File: src/rtl/jam_cost_server.sv
// rtl/jam_cost_server.sv - JAM cost-request responder: 8x8 cost table, result check, timeout
module jam_cost_server #(
  parameter int              TO_W    = 20,
  parameter logic [TO_W-1:0] TIMEOUT = 20'hFFFFF
) (
  input  logic       CLK,
  input  logic       RST,
  input  logic       load_en,
  input  logic [5:0] load_addr,
  input  logic [6:0] load_data,
  input  logic [9:0] exp_min,
  input  logic [3:0] exp_cnt,
  input  logic       start,
  input  logic [2:0] W,
  input  logic [2:0] J,
  output logic [6:0] Cost,
  input  logic       Valid,
  input  logic [9:0] MinCost,
  input  logic [3:0] MatchCount,
  output logic       eng_rst,
  output logic       busy,
  output logic       done,
  output logic       pass,
  output logic       timeout,
  output logic [9:0] got_min,
  output logic [3:0] got_cnt
);

  typedef enum logic [1:0] {IDLE, SERVE, DONE} state_t;

  localparam logic [TO_W-1:0] TO_LAST = TIMEOUT - {{(TO_W-1){1'b0}}, 1'b1};

  state_t          state;
  logic [6:0]      cost_tab [64];
  logic [6:0]      cost_q;
  logic [TO_W-1:0] to_cnt;
  logic [9:0]      exp_min_q;
  logic [3:0]      exp_cnt_q;

  // The table survives RST so a rerun after an abort needs no reload.
  always_ff @(posedge CLK) begin
    if (load_en && state == IDLE)
      cost_tab[load_addr] <= load_data;
  end

  always_ff @(posedge CLK) begin
    if (RST) begin
      state     <= IDLE;
      cost_q    <= 7'd0;
      to_cnt    <= '0;
      exp_min_q <= 10'd0;
      exp_cnt_q <= 4'd0;
      done      <= 1'b0;
      pass      <= 1'b0;
      timeout   <= 1'b0;
      got_min   <= 10'd0;
      got_cnt   <= 4'd0;
    end else begin
      case (state)
        IDLE, DONE: begin
          cost_q <= 7'd0;
          if (start) begin
            state     <= SERVE;
            exp_min_q <= exp_min;
            exp_cnt_q <= exp_cnt;
            to_cnt    <= '0;
            done      <= 1'b0;
            pass      <= 1'b0;
            timeout   <= 1'b0;
          end
        end
        SERVE: begin
          cost_q <= cost_tab[{W, J}];
          to_cnt <= to_cnt + 1'b1;
          // Valid takes priority over a timeout landing on the same edge.
          if (Valid) begin
            state   <= DONE;
            cost_q  <= 7'd0;
            done    <= 1'b1;
            got_min <= MinCost;
            got_cnt <= MatchCount;
            pass    <= (MinCost == exp_min_q) && (MatchCount == exp_cnt_q);
            timeout <= 1'b0;
          end else if (to_cnt == TO_LAST) begin
            state   <= DONE;
            cost_q  <= 7'd0;
            done    <= 1'b1;
            pass    <= 1'b0;
            timeout <= 1'b1;
          end
        end
        default: state <= IDLE;
      endcase
    end
  end

  assign Cost    = cost_q;
  assign busy    = (state == SERVE);
  assign eng_rst = (state != SERVE);

endmodule

File: config.mk
export PLATFORM = sky130hd
export DESIGN_NAME = jam_cost_server
export DESIGN_NICKNAME = d
export VERILOG_FILES = /design/src/rtl/jam_cost_server.sv
export SDC_FILE = /design/constraint.sdc
export NUM_CORES = 1
export LEC_CHECK = 0
export CELL_PAD_IN_SITES_DETAIL_PLACEMENT = 1
export CELL_PAD_IN_SITES_GLOBAL_PLACEMENT = 2
export CORE_AREA = 2 2 211 213
export DETAILED_ROUTE_END_ITERATION = 8
export DIE_AREA = 0 0 213 215
export HOLD_SLACK_MARGIN = 0.05
export PLACE_DENSITY_LB_ADDON = 0.12
export SLEW_MARGIN = 30
export SYNTH_ARGS = -nofsm -noshare
export SYNTH_HDL_FRONTEND = slang
export SYNTH_SLANG_ARGS = --single-unit
File: constraint.sdc
create_clock -name CLK -period 2.7 [get_ports CLK]
set_input_delay 0.54 -clock CLK [delete_from_list [all_inputs] [get_ports CLK]]
set_output_delay 0.54 -clock CLK [all_outputs]
set_load 0.02 [all_outputs]
==> qor.yml <==
crit_arrival_ps: 1940
r2r_setup_slack_ps: 500
cts.sinks: 508
core-area_um2: 43600
start_util_pct: 45.6
cpMaxStageDelayCell: "clkdlybuf4s50_1"
drcViolationCount: 0
critPathLaunchType: "flip-flop"
hp-class: "in -> reg"
yosys-top-cells-area: "edfxtp_1, mux4_2, dfxtp_1"
grt_overflow_total: 0
critPathCaptureType: "output pin"
yosys_warnings: 0
wl_met3_mm: 2.66
synth-seq-cells: 508
syn-instance-count: 1127
ir_worst_vdd_uv: 545
post-cts-setup-buffer-count: 0
routed_wl_mm: 51.3
final_common_cell: "edfxtp_1"
dieArea_um2: 45800
critical_path_class: "reg -> out"
dpl_cell_area_um2: 22300
holdCritStartpoint: "RST"
finClkSkew_ps: 15.2
rsz0062_at_grt: "false"
max_stage_delay_ps: 600
synth_area_per_cell_um2: 17.6
synth_top_cell_area_share_pct: 67.7
setup_tns_ps: 0
p_per_area_nw_per_um2: 716
drtAntennaViolNets: 0
finalNetCount: 1383
top_layer: "met5"
path_max_fanout: 8
outcome: "finished, final reports clean"
antenna_found_initial: 1
vias_per_cell: 5.65
synth_ff_type: "edfxtp_1"
grt_pass1_wl_mm: 76.3
timing.fmax_mhz: 404
p_leak_nw: 7.88
grt_max_degree: 45
final_max_slew_viol_count: 0
layout_common_cells: "edfxtp_1, mux4_2, nand2_1"
num_rows: 77
ctsLongestPathBuffers: 3
required_ps: 2160
place_congestion: 0.776
final_util_pct: 55.2
cts_resized: 0
critPathTopFamily: "buffers and inverters"
numCtsBuffers: 52
crit_chain: "nand2b_1 -> inv_2 -> clkdlybuf4s50_1"
critPathBufInv: 2
clock_latency_ps: 600
wl_met2_mm: 25.0
post-route-period-util_pct: 91.8
diodes: 0
fin_crit_ps: 2480
synth_edf_count: 448
tightest_slew_ps: 768
design_area_um2: 24100
hold_buffers: 0
path_clk_slew_ps: 60
wl_met1_mm: 22.2
synthArstFlopShare_pct: 0
syn_nets: 1181
max_slew_margin_pct: 48.8
top_level_ports: 78
cp-startpoint: "state[0]$_SDFFE_PP0P_"
die_y_um: 215
hold_violations: 0
dieWidth_um: 213
grt_usage_pct: 23.0
grt_pass1_vias: 11761
synth_area_leader_cell: "edfxtp_1"
cts_max_level: 2
cts_tree: "done"
vias: 11090
synth_seq_area_share_pct: 73.7
pre_cts_ws_ps: 10.9
setup_slack_ps: 222
synth_area_um2: 19900
cap_violations: 0
dr.pass1.iters: 5
clockRootBuffer: "clkbuf_16"
hpwlAfterDp_mm: 34.3
portBuffers: 77
routedWlPerCell_um: 26.1
synthDistinctLibCells: 51
setup_viol: 0
nFillCells: 4003
fin_hold_ws_ps: 303
reg2reg_from: "to_cnt[4]$_SDFFE_PP0P_"
drt_iter0_markers: 945
syn_to_final_growth_pct: 21.2
drive_gt1_share_pct: 25.5
## metrics by stage
| stage | std cells | power [mW] |
|---|---|---|
| final | 1964 | 17.3 |
| after detailed placement | 1867 | 9.76 |
| after global routing | 1964 | 17.8 |
| after floorplan | 1127 | 9.25 |
| after CTS | 1964 | 17.4 |
| after global placement | 1867 | 9.74 |
## flip-flops by register name, indices dropped and copies added, names as in the netlist
name and count:
got_min 10, Cost 7, to_cnt 20, state 2
got_cnt 4, exp_min_q 10, cost_tab 448, timeout 1
exp_cnt_q 4, pass 1, done 1
## report_power, final
group,internal [mW],switching [mW]
clock,4.63,3.06
sequential,8.59,0.0266
combinational,0.402,0.565
total,13.6,3.65
## final timing paths
path                          endpoint  cells after the start
min          exp_min_q[8]$_SDFFE_PP0P_                      2
min reg2reg    got_min[0]$_SDFFE_PP0P_                      2
max reg2reg       Cost[3]$_SDFFE_PP0N_                      6
max                               busy                      3
## synthesized netlist by cell type (6+ instances only)
cell	instances
xnor2_1	10
nand2_1	112
buf_2	20
inv_1	7
mux4_2	112
a22oi_1	59
nand3b_1	6
a21oi_1	49
dfxtp_1	60
clkbuf_1	27
edfxtp_1	448
nand3_1	24
nor2_1	85
nand4_1	10
buf_4	6
nor2b_1	9
o21ai_0	7
## cells by family (layout without fill, tap and decap cells)
group | Yosys count | in the layout | share of synthesized area (%)
and+or+nand+nor | 286 | 286 | 6.58
adders and majority gates | 2 | 2 | 0.126
xor gates and xnor gates | 15 | 15 | 0.661
AOI/OAI and AO/OA | 135 | 135 | 4.49
buffers and inverters | 65 | 310 | 1.55
DFF | 508 | 508 | 73.7
muxes | 116 | 116 | 12.9
## area by class of cell
| cell class | instances | area (um^2) | share of cell area (%) |
|---|---|---|---|
| Clock buffer | 58 | 1380 | 5.71 |
| Clock inverter | 39 | 469 | 1.95 |
| Inverter | 8 | 30.0 | 0.125 |
| Multi-Input combinational cell | 554 | 4920 | 20.4 |
| Sequential cell | 508 | 14700 | 60.8 |
| Tap cell | 592 | 741 | 3.07 |
| Timing Repair Buffer | 205 | 1910 | 7.93 |
## metal layers
metal	up-vias	track usage, %
li1	4910	-
met1	5784	31.7
met2	314	37.7
met3	80	3.97
met4	2	6.64
met5	-	0
Note: power is estimated with default switching activity, not from simulation.
